### src/rtl/sdram_pkg.sv
// Shared definitions for the SDRAM burst writer: command encodings, FSM states
// and the width of the shared wait counter.
package sdram_pkg;

  // {cs_n, ras_n, cas_n, we_n}
  localparam logic [3:0] CMD_NOP   = 4'b0111;
  localparam logic [3:0] CMD_ACT   = 4'b0011;
  localparam logic [3:0] CMD_WRITE = 4'b0100;
  localparam logic [3:0] CMD_PRE   = 4'b0010;

  localparam int WAIT_W = 8;

  typedef enum logic [2:0] {
    ST_IDLE,
    ST_ASK,
    ST_ACT,
    ST_TRCD,
    ST_WRITE,
    ST_TWR,
    ST_PRE,
    ST_TRP
  } state_t;

endpackage

### src/rtl/sdram_wait_cnt.sv
// Loadable down-counter shared by every SDRAM timing wait; done is high while
// the count is zero, so a wait loaded with N lasts N+1 cycles.
module sdram_wait_cnt #(
  parameter int W = 8
) (
  input  logic         clk,
  input  logic         rst_n,
  input  logic         load,
  input  logic [W-1:0] load_val,
  output logic         done
);

  logic [W-1:0] cnt;

  // NOTE: sequential state is updated with non-blocking assignments only.
  always_ff @(posedge clk or negedge rst_n) begin
    if (!rst_n) begin
      cnt <= '0;
    end else if (load) begin
      cnt <= load_val;
    end else if (cnt != '0) begin
      cnt <= cnt - W'(1);
    end
  end

  assign done = (cnt == '0);

endmodule

### src/rtl/sdram_burst_writer.sv
// Burst writer for one SDRAM port: requests the bus, opens a row, streams BL-beat
// write bursts from a FWFT FIFO and closes the row on wrap, refresh or completion.
module sdram_burst_writer
  import sdram_pkg::*;
#(
  parameter int DW     = 16,
  parameter int ROW_W  = 12,
  parameter int COL_W  = 9,
  parameter int BANK_W = 2,
  parameter int BL     = 4,
  parameter int LEN_W  = 8,
  parameter int TRCD   = 2,
  parameter int TWR    = 2,
  parameter int TRP    = 2
) (
  input  logic                          sclk,
  input  logic                          srst_n,
  input  logic                          wr_trig,
  input  logic [BANK_W+ROW_W+COL_W-1:0] wr_addr,
  input  logic [LEN_W-1:0]              wr_len,
  input  logic                          ref_req,
  input  logic                          wr_grant,
  input  logic [DW-1:0]                 wr_data,
  output logic                          wr_req,
  output logic                          wr_done,
  output logic                          busy,
  output logic                          wr_data_en,
  output logic [3:0]                    sdram_cmd,
  output logic [BANK_W-1:0]             sdram_bank,
  output logic [ROW_W-1:0]              sdram_addr,
  output logic [DW-1:0]                 sdram_data
);

  localparam int AW     = BANK_W + ROW_W + COL_W;
  localparam int BEAT_W = $clog2(BL);

  state_t              state, state_next;
  logic [BANK_W-1:0]   bank, bank_next, open_bank, open_bank_next;
  logic [ROW_W-1:0]    row, row_next;
  logic [COL_W-1:0]    col, col_next;
  logic [COL_W:0]      col_sum;
  logic [LEN_W-1:0]    remaining, remaining_next;
  logic [BEAT_W-1:0]   beat, beat_next;
  logic                wait_load, wait_done, row_closed;
  logic [WAIT_W-1:0]   wait_val;
  logic                done_next, busy_next;
  logic [3:0]          cmd_next;
  logic [BANK_W-1:0]   ba_next;
  logic [ROW_W-1:0]    addr_next;

  sdram_wait_cnt #(.W(WAIT_W)) u_wait (
    .clk      (sclk),
    .rst_n    (srst_n),
    .load     (wait_load),
    .load_val (wait_val),
    .done     (wait_done)
  );

  always_comb begin
    // NOTE: every signal gets a default first, so no path can infer a latch.
    state_next     = state;
    bank_next      = bank;
    row_next       = row;
    col_next       = col;
    remaining_next = remaining;
    open_bank_next = open_bank;
    beat_next      = beat;
    wait_load      = 1'b0;
    wait_val       = '0;
    done_next      = 1'b0;
    busy_next      = busy;
    row_closed     = 1'b0;
    col_sum        = {1'b0, col} + (COL_W+1)'(BL);

    case (state)
      ST_IDLE: begin
        if (wr_trig && wr_len != '0) begin
          bank_next      = wr_addr[AW-1 -: BANK_W];
          row_next       = wr_addr[COL_W +: ROW_W];
          col_next       = wr_addr[COL_W-1:0] & ~COL_W'(BL-1);
          remaining_next = wr_len;
          busy_next      = 1'b1;
          state_next     = ST_ASK;
        end
      end
      ST_ASK: begin
        if (wr_grant) begin
          open_bank_next = bank;
          state_next     = ST_ACT;
        end
      end
      ST_ACT: begin
        beat_next = '0;
        if (TRCD > 1) begin
          wait_load  = 1'b1;
          wait_val   = WAIT_W'(TRCD-2);
          state_next = ST_TRCD;
        end else begin
          state_next = ST_WRITE;
        end
      end
      ST_TRCD: begin
        if (wait_done) begin
          beat_next  = '0;
          state_next = ST_WRITE;
        end
      end
      ST_WRITE: begin
        beat_next = beat + BEAT_W'(1);
        if (beat == BEAT_W'(BL-1)) begin
          remaining_next = remaining - LEN_W'(1);
          col_next       = col_sum[COL_W-1:0];
          if (col_sum[COL_W]) begin
            row_next = row + ROW_W'(1);
            if (&row) bank_next = bank + BANK_W'(1);
          end
          // Only the burst boundary looks at ref_req, so a burst is never cut short.
          if (remaining_next == '0 || col_sum[COL_W] || ref_req) begin
            if (TWR > 0) begin
              wait_load  = 1'b1;
              wait_val   = WAIT_W'(TWR-1);
              state_next = ST_TWR;
            end else begin
              state_next = ST_PRE;
            end
          end
        end
      end
      ST_TWR: begin
        if (wait_done) state_next = ST_PRE;
      end
      ST_PRE: begin
        if (TRP > 1) begin
          wait_load  = 1'b1;
          wait_val   = WAIT_W'(TRP-2);
          state_next = ST_TRP;
        end else begin
          row_closed = 1'b1;
        end
      end
      ST_TRP: begin
        if (wait_done) row_closed = 1'b1;
      end
      default: state_next = ST_IDLE;
    endcase

    if (row_closed) begin
      if (remaining == '0) begin
        done_next  = 1'b1;
        busy_next  = 1'b0;
        state_next = ST_IDLE;
      end else begin
        state_next = ST_ASK;
      end
    end

    // Command outputs are registered, so they are derived from the state being entered.
    cmd_next  = CMD_NOP;
    ba_next   = '0;
    addr_next = '0;
    case (state_next)
      ST_ACT: begin
        cmd_next  = CMD_ACT;
        ba_next   = bank_next;
        addr_next = row_next;
      end
      ST_WRITE: begin
        if (beat_next == '0) begin
          cmd_next  = CMD_WRITE;
          ba_next   = bank_next;
          addr_next = ROW_W'(col_next) & ~(ROW_W'(1) << 10);
        end
      end
      ST_PRE: begin
        cmd_next = CMD_PRE;
        ba_next  = open_bank_next;
      end
      default: ;
    endcase
  end

  always_ff @(posedge sclk or negedge srst_n) begin
    if (!srst_n) state <= ST_IDLE;
    else         state <= state_next;
  end

  always_ff @(posedge sclk or negedge srst_n) begin
    if (!srst_n) begin
      bank       <= '0;
      row        <= '0;
      col        <= '0;
      remaining  <= '0;
      open_bank  <= '0;
      beat       <= '0;
      wr_done    <= 1'b0;
      busy       <= 1'b0;
      sdram_cmd  <= CMD_NOP;
      sdram_bank <= '0;
      sdram_addr <= '0;
    end else begin
      bank       <= bank_next;
      row        <= row_next;
      col        <= col_next;
      remaining  <= remaining_next;
      open_bank  <= open_bank_next;
      beat       <= beat_next;
      wr_done    <= done_next;
      busy       <= busy_next;
      sdram_cmd  <= cmd_next;
      sdram_bank <= ba_next;
      sdram_addr <= addr_next;
    end
  end

  assign wr_req     = (state == ST_ASK);
  assign wr_data_en = (state == ST_WRITE);
  assign sdram_data = wr_data;

endmodule

### config.mk
export PLATFORM = sky130hd
export DESIGN_NAME = sdram_burst_writer
export DESIGN_NICKNAME = d
export VERILOG_FILES = /design/src/rtl/sdram_pkg.sv /design/src/rtl/sdram_wait_cnt.sv /design/src/rtl/sdram_burst_writer.sv
export SDC_FILE = /design/constraint.sdc
export NUM_CORES = 1
export LEC_CHECK = 0
export BUFFER_PORTS_ARGS = -buffer_cell sky130_fd_sc_hd__buf_2
export CORE_UTILIZATION = 30
export DETAILED_ROUTE_END_ITERATION = 6
export PLACE_DENSITY_LB_ADDON = 0.12
export SYNTH_ARGS = -nofsm -noshare
export SYNTH_HDL_FRONTEND = slang
export SYNTH_SLANG_ARGS = --single-unit
### constraint.sdc
create_clock -name sclk -period 2.3 [get_ports sclk]
set_input_delay 0.345 -clock sclk [delete_from_list [all_inputs] [get_ports sclk]]
set_output_delay 0.345 -clock sclk [all_outputs]
set_load 0.02 [all_outputs]
Word level (Yosys, flattened, before mapping)

Cells that the tools add are included.

Flip-flop bits (word level): 66
Word-level logic and storage cells: 97
ROM bits: 0
Input port bits: 52
Memories: 0
Latch bits: 0
Output and inout port bits: 38
RAM bits: 0

Multiply operators: 0
Bitwise operators: 0
Muxes and demuxes: 50
$add $sub $neg: 6
Magnitude comparators: 0
Eq/ne operators: 13
Shift-type cells: 0
Div/mod/pow operators: 0
Reduce and logical (&&, ||, !) cells: 15

Operators by type and width:

| cell                                                                  | count |
|---|---|
| 12-bit one-hot mux with 2 select lines                                | 2 |
| 12-bit two-way mux                                                    | 3 |
| 8-bit two-way mux                                                     | 4 |
| 9-bit two-way mux                                                     | 3 |
| 8-bit zero test                                                       | 3 |
| 3-bit two-way mux                                                     | 7 |
| 3-bit one-hot mux with 7 select lines                                 | 1 |
| 3-bit equality test, second input constant                            | 6 |
| 2-bit two-way mux                                                     | 9 |
| 9-bit one-hot mux with 2 select lines                                 | 1 |
| 8-bit one-hot mux with 2 select lines                                 | 1 |
| 8-bit nonzero test                                                    | 2 |
| 8-bit by 1-bit subtractor with 8-bit output, second input constant    | 2 |
| 1-bit two-way mux                                                     | 14 |
| 12-bit by 1-bit adder with 12-bit output, second input constant       | 1 |
| 2-bit one-hot mux with 3 select lines                                 | 2 |
| 12-bit AND reduction                                                  | 1 |
| 9-bit by 3-bit adder with 10-bit output, second input constant        | 1 |
| 3-bit by 2-bit equality test with 1-bit output, second input constant | 3 |
| 3-bit one-hot mux with 3 select lines                                 | 1 |
| 2-bit by 1-bit adder with 2-bit output, second input constant         | 2 |
| 2-bit one-hot mux with 2 select lines                                 | 1 |
| 2-bit nonzero test                                                    | 2 |
| 3-bit by 1-bit equality test with 1-bit output, second input constant | 1 |
| 10 further kinds                                                      | 11 |

Depth between registers and ports, before layout

Gate-level depths: netlist of the first run.

Depth after elaboration: 10
Mapped depth: 11
Depth with buffers taken out: 8

Modules after synthesis

From an unflattened synthesis of the first run, not the netlist that was laid out.

Cells, all modules: 400
Area, all modules: 3637.2 um^2

By module, submodules not included:

| module             | sequential area each (um^2) | area an instance (um^2) | cells an instance | times used |
|---|---|---|---|---|
| sdram_burst_writer | 1430.1                      | 3143.0                  | 344               | 1 |
| sdram_wait_cnt     | 200.2                       | 494.2                   | 56                | 1 |

Least setup slack after synthesis of the first run

No wires, ideal clock.

Path kind: register to register
Start: reg beat[0]
End: reg sdram_bank[1]
Data arrival time: 1.893 ns
Library setup time: 0.074 ns
Slack: 0.332 ns
Period minus slack after synthesis: 1.968 ns
Data required time: 2.226 ns
Path buffers: 1
Stages on the path, launching flop included: 8
Path through: dfrtp_1 ha_1 nand4_1 clkbuf_1 nor4_2 nand2_1 o311a_1 o21ai_2

Word-level cells in the longest chain between the ends: 6
Elaborated cells between the ends (all ways): 15
Classes of those cells: add/sub (1); eq/ne (4); mux (9); reduce/logical (1)

Ends and longest elaborated chain:

| what                                                                                  | RTL line                  | text |
|---|---|---|
| from (decl)                                                                           | sdram_burst_writer.sv:43  | `logic [BEAT_W-1:0] beat, beat_next;` |
| from (signal assigned)                                                                | sdram_burst_writer.sv:206 | `beat <= beat_next;` |
| 2-bit equality test                                                                   | sdram_burst_writer.sv:110 | `if (beat == BEAT_W'(BL-1)) begin` |
| 3-bit two-way mux                                                                     | sdram_burst_writer.sv:110 |  |
| 3-bit one-hot mux with 7 select lines                                                 | sdram_burst_writer.sv:75  | `case (state)` |
| 3-bit two-way mux                                                                     | sdram_burst_writer.sv:147 | `if (row_closed) begin` |
| 3-bit equality test or 3-bit by 2-bit equality test with 1-bit output (tied branches) | sdram_burst_writer.sv:161 | `case (state_next)` |
| 2-bit one-hot mux with 3 select lines (*)                                             | sdram_burst_writer.sv:161 |  |
| named net ba_next[1]                                                                  | sdram_burst_writer.sv:48  | `logic [BANK_W-1:0] ba_next;` |
| to (signal assigned)                                                                  | sdram_burst_writer.sv:210 | `sdram_bank <= ba_next;` |
| to (decl)                                                                             | sdram_burst_writer.sv:29  | `output logic [BANK_W-1:0] sdram_bank,` |

The timed path passes the listed nets; every way through them passes the cells marked *.
A chain may end at the register's enable or synchronous reset.

Final worst setup path of the first run

Ends and elaborated chain as after synthesis.

==> results.tsv, run 1 <==
metric	value	unit
via count of the first global-routing pass	3077	
start point of the worst hold path	wr_addr[19]	
Slew Viols, Final	0	
number of clock buffers inserted by TritonCTS	9	
syn_nets	456	
via density per instance	4.87	
IR Drop Worst-Case VDD	331	uV
Crit Reg-Reg Startpoint	beat[0]	
Initial DRC Count	123	
CP startpoint kind	flip-flop	
placeable core area	0.0121	mm2
largest fanout on the critical path	6	
commonest register cell after synthesis	dfrtp_1	
combined global-route utilization of all metal layers	0.166	
Reg2Reg Setup Slack	0.07	ns
Multi-input gate area	0.00186	mm2
top library cells by usage in the layout, fill and taps aside	dfrtp_1, buf_2, nor2_1	
top cell type by total area after synthesis	dfrtp_1	
FF-to-FF End	sdram_bank[1]	
signal arrival time at the worst endpoint	2.45	ns
synthesis-stage register bit count	65	
number of clock sinks seen by CTS	65	
master of the slowest instance on the critical path	or4_1	
Achievable Freq	0.449	GHz
# Max-Cap Violations	0	
TritonCTS clock tree	yes	
async set or reset register ratio after synthesis	1.00	
Antenna diodes	0	
number of inserted filler cells in the final layout	1257	
library cells used by synthesis	66	
CTS Root Buffer Type	clkbuf_16	
Setup Slack @ Placement	0.0989	ns
final-stage net count	517	
first-pass iteration count of the detailed router	4	
most area-consuming cells after synthesis	dfrtp_1, nor2_1, nand2_1, buf_4, o21ai_0	
category of the most critical setup path	reg -> reg	
maximum number of pins on one net before global-route repair	36	
fraction of final layout cells with drive strength greater than 1	0.283	
yosys synthesis warning count	0	
cell count of the worst reg-to-reg path	6	
initial cell density of the core	0.311	
total power after layout	0.00543	W
total number of vias	3070	
final routed wire length divided by cell count	15.8	um
hold path endpoint	row[10]	
most frequent standard cell in the layout excluding fill and tap cells	dfrtp_1	
RD Place Congestion	0.821	
synthesized area	0.00377	mm2
required time at the worst-slack endpoint	2.52	ns
worst clock skew	0.00666	ns
Final HPWL DP	7440	um
Final Critical Period	2.23	ns
final setup violating endpoints	0	
first-pass GRT wire length	16400	um
Max Buffers Root-to-Sink	2	
Routed WL	9980	um
worst hold stages	3	
number of port buffers	54	
slowest cell delay on critical path	0.62	ns
smallest setup slack after layout	0.0727	ns
critical-path cell list	ha_1 > nand4_1 > or4_1 > o311ai_1 > o311a_1 > o21ai_2	
Die H	114	um
count of endpoints failing hold in the final timing report	0	
Max-slew headroom	0.631	
clock latency on the worst-skew pair	0.34	ns
synthesized area divided by synthesized cell count	9.49	um2
number of enable-type register cells in the synthesized netlist	0	
Die Width	114	um
leakage component of the power	2.06	nW
slew at the pin closest to its max-slew limit	0.554	ns
power per cell area	1180	mW/mm2
RSZ-0062 raised after global routing	yes	
die area	0.0130	mm2
HP Class	in -> reg	
final period utilization	0.968	
run status	complete, no violations	
clock transition at the register clock pins on the worst setup and hold paths after CTS	0.06	ns
post-detailed-route DRC marker count	0	
Std-Cell Rows	40	
area share of the largest cell type after synthesis	0.412	
Gate Count Post-Synth	397	
antenna violations before repair	0	
Congestion Overflow GR	0	
storage element area	0.00163	mm2
nature of the critical path endpoint	flip-flop	
number of levels in the clock H-tree	3	
IO Count	90	
number of antenna-violating nets in the routed design	0	
sequential share of the synthesized area	0.433	
layout overhead on the synthesized area	22.6	%
-- cell usage after synthesis (3+ instances only) --
| library cell | n |
|---|---|
| nand3_1 | 14 |
| xnor2_1 | 6 |
| nor4_4 | 3 |
| nor3_1 | 7 |
| buf_2 | 4 |
| ha_1 | 7 |
| nor2_1 | 43 |
| clkbuf_1 | 10 |
| dfstp_2 | 3 |
| nor4_1 | 6 |
| a22oi_1 | 12 |
| o31ai_1 | 5 |
| o21a_1 | 3 |
| a21oi_1 | 13 |
| nand2_1 | 40 |
| a21o_1 | 5 |
| mux2i_1 | 3 |
| or4_1 | 4 |
| nor3_2 | 3 |
| nor3b_1 | 3 |
| xor2_1 | 5 |
| and2_1 | 5 |
| nand2b_1 | 7 |
| o21ai_0 | 28 |
| a21oi_2 | 3 |
| buf_4 | 19 |
| a221o_1 | 5 |
| inv_1 | 13 |
| o211ai_1 | 5 |
| nand4_1 | 6 |
| dfrtp_1 | 62 |
-- cell type report --
cell class | count | share of cell area
Multi-Input combinational cell | 283 | 0.402
Sequential cell | 65 | 0.353
Timing Repair Buffer | 85 | 0.112
Clock buffer | 9 | 0.0488
Tap cell | 168 | 0.0455
Clock inverter | 7 | 0.0268
Inverter | 14 | 0.0119
-- critical path: cells and delay by family (launching register included) --
family                   cells  cell delay, ns
adder cells (fa/ha/maj)      1            0.21
flip-flops                   1            0.40
AND/OR/NAND/NOR              2            0.86
AO/OA/AOI/OAI                3            0.66
-- metrics by stage --
| stage | instance area (um2) | util | instances | setup TNS [ns] | hold slack [ns] |
|---|---|---|---|---|---|
| floorplan | 3770 | - | 397 | 0 | 0.0494 |
| global placement | 4250 | 0.351 | 613 | 0 | 0.342 |
| detailed placement | 4250 | 0.351 | 613 | 0 | 0.346 |
| CTS | 4610 | 0.380 | 630 | 0 | 0.209 |
| global route | 4620 | 0.381 | 631 | -0.108 | 0.222 |
| finish | 4620 | 0.381 | 631 | 0 | 0.219 |
-- sequential cells by signal, indices dropped and copies added (netlist names) --
register and count:
bank 2, beat 2, busy 1, col 9, open_bank 2, remaining 8, row 12, sdram_addr 12
sdram_bank 2, sdram_cmd 3, state 3, u_wait.cnt 8, wr_done 1
-- repair_timing --
item,CTS,global route
hold endpoints to repair,17,0
resized for setup,0,1
setup endpoints to repair,0,6
hold buffers,1,0
buffers inserted,0,1
-- kinds of logic after synthesis --
family / share of synthesized area
xor+xnor: 0.0256
simple gates: 0.247
mux: 0.00797
fa+ha+maj: 0.0232
compound gates: 0.187
buf+inv: 0.0761
other cells: 0.000995
flops: 0.433
-- layer usage --
metal  share of wire  track usage
met1            0.50        0.230
met2            0.44        0.250
met3           0.040       0.0397
met4           0.018       0.0649
met5               0            0
-- power by group --
| part | internal [W] | switching (W) |
|---|---|---|
| sequential | 0.00155 | 0.000448 |
| clock | 0.00107 | 0.000557 |
| combinational | 0.000779 | 0.00103 |
-- how the worst max path moves through the flow --
stage            start             to  cells past startpoint
2_1_floorplan  beat[0]  sdram_bank[1]                      7
3_3_place_gp   beat[0]  sdram_bank[1]                      6
3_5_place_dp   beat[0]  sdram_bank[1]                      6
4_1_cts        beat[0]  sdram_bank[1]                      6
5_1_grt        beat[0]         row[9]                      7
6_report       beat[0]  sdram_bank[1]                      6
Power figures use the tool's default switching activity.
==> run 2, diff against run 1 <==
Settings changed: BUFFER_PORTS_ARGS -buffer_cell sky130_fd_sc_hd__buf_2 to not set, DONT_BUFFER_PORTS set to 1.
==> run 2 against run 1 <==
Against the previous run: critical path depth did not move; critical path type unchanged; setup slack gained 0.055 ns; combinational power about the same; hold slack worse by 0.084 ns; sequential power about the same; fmax increased by 2.5%; clock skew fell by 0.0019 ns; count of clock-buffer cells in the layout is 3 higher.
==> results.tsv, run 2 (synthesis results as in run 1) <==
metric	value	unit
IO Count	90	
number of clock sinks seen by CTS	65	
antenna violations before repair	0	
number of port buffers	0	
non-filler cells, final	577	
Routed met2 length	4360	um
Routed WL	10100	um
largest fanout on the critical path	5	
first-pass iteration count of the detailed router	4	
top flop regs	row: 12 flops, sdram_addr: 12 flops, col: 9 flops	
maximum number of pins on one net before global-route repair	66	
Final Critical Period	2.17	ns
CP startpoint kind	flip-flop	
worst clock skew	0.00473	ns
proportion of total power due to net switching	0.391	
run status	complete, no violations	
number of antenna-violating nets in the routed design	0	
Inst Count DP	559	
CTS Root Buffer Type	clkbuf_16	
met3 wire length	694	um
Internal Power	0.00309	W
Achievable Freq	0.460	GHz
Std-Cell Rows	40	
post-detailed-route DRC marker count	0	
fraction of final layout cells with drive strength greater than 1	0.198	
leakage component of the power	1.82	nW
number of levels in the clock H-tree	3	
signal arrival time at the worst endpoint	2.40	ns
required time at the worst-slack endpoint	2.53	ns
placeable core area	0.0121	mm2
IR Drop Worst-Case VDD	350	uV
first-pass GRT wire length	16000	um
final-stage net count	464	
count of endpoints failing hold in the final timing report	0	
power per cell area	1170	mW/mm2
Clock Power Share	0.247	
clock transition at the register clock pins on the worst setup and hold paths after CTS	0.05	ns
final setup violating endpoints	0	
Max-slew headroom	0.538	
number of clock buffers inserted by TritonCTS	9	
# Max-Cap Violations	0	
via density per instance	5.08	
most frequent standard cell in the layout excluding fill and tap cells	dfrtp_1	
Sw Pwr	0.00199	W
final period utilization	0.945	
slew at the pin closest to its max-slew limit	0.693	ns
total number of vias	2929	
Max Buffers Root-to-Sink	2	
portion of total power attributed to sequential cells	0.400	
Initial DRC Count	167	
category of the most critical setup path	reg -> reg	
clock latency on the worst-skew pair	0.34	ns
Total Negative Setup Slacks	0	ns
top routing layer in use	met4	
combined global-route utilization of all metal layers	0.166	
Die H	114	um
Die Width	114	um
RD Place Congestion	0.822	
via count of the first global-routing pass	2854	
Congestion Overflow GR	0	
final core occ	0.358	
final routed wire length divided by cell count	17.5	um
top library cells by usage in the layout, fill and taps aside	dfrtp_1, nor2_1, nand2_1	
routed length on met1	4820	um
Antenna diodes	0	
layout overhead on the synthesized area	15.1	%
nature of the critical path endpoint	flip-flop	
initial cell density of the core	0.311	
combinational power share	0.353	
Slew Viols, Final	0	
die area	0.0130	mm2
Final HPWL DP	7290	um
TritonCTS clock tree	yes	
HP Class	in -> reg	
==> run 2: cell type report <==
class,instances,area [um2]
timing repair buffer,32,279
tap,168,210
sequential,65,1630
inverter,14,55.1
clock buffer,12,246
multi-input combinational,283,1900
clock inverter,3,17.5
fill,1264,7770
==> run 2: final timing paths <==
| path | to | start | cells after the start | slack [ns] |
|---|---|---|---|---|
| worst max-delay path | sdram_bank[1] | beat[0] | 6 | 0.13 |
| worst min-delay path | row[10] | wr_addr[19] | 2 | 0.14 |
| worst max register to register | sdram_bank[1] | beat[0] | 6 | 0.13 |
| worst min register to register | open_bank[1] | open_bank[1] | 2 | 0.50 |
| max in group asynchronous | sdram_cmd[1] | srst_n | 2 | 1.44 |
| min in group asynchronous | u_wait.cnt[4] | srst_n | 2 | 0.55 |
==> run 2: metrics by stage <==
stage	hold slack (ns)	setup WS, ns	power [W]	area [um2]
floorplan	0.0494	0.332	0.00326	3770
global placement	0.0515	0.00953	0.00376	3980
detailed placement	0.0514	-0.0306	0.00376	3980
CTS	0.122	0.00729	0.00509	4280
global route	0.150	-0.0511	0.00547	4340
finish	0.135	0.128	0.00508	4340
==> run 2: repair_timing <==
item / in CTS / in global routing
pin swaps: 0 / 2
gates resized for setup: 1 / 9
setup endpoints to repair: 1 / 15
setup buffers: 0 / 1
endpoints found under the hold margin: 65 / 0
hold buffers: 2 / 0
==> run 2: worst max-delay path, stage by stage, from the launching register on <==
cell and delay [ns]:
dfrtp_1 0.39, ha_2 0.22, nand4_1 0.17, or4_1 0.63, o311ai_1 0.31, o311a_1 0.27, o21ai_2 0.08
==> run 2: metal layers <==
layer | GRT usage | vias up
met5 | 0 | -
met4 | 0.0874 | 0
met3 | 0.0381 | 19
met2 | 0.233 | 76
met1 | 0.235 | 1413
li1 | - | 1421
==> run 2: power by group through the flow <==
| stage | Combinational (W) | Sequential, W | Clock (W) |
|---|---|---|---|
| floorplan | 0.00133 | 0.00193 | 0 |
| detailed placement | 0.00172 | 0.00204 | 0 |
| global placement | 0.00172 | 0.00203 | 0 |
| CTS | 0.00177 | 0.00202 | 0.00130 |
| global route | 0.00203 | 0.00211 | 0.00133 |
| finish | 0.00179 | 0.00203 | 0.00126 |
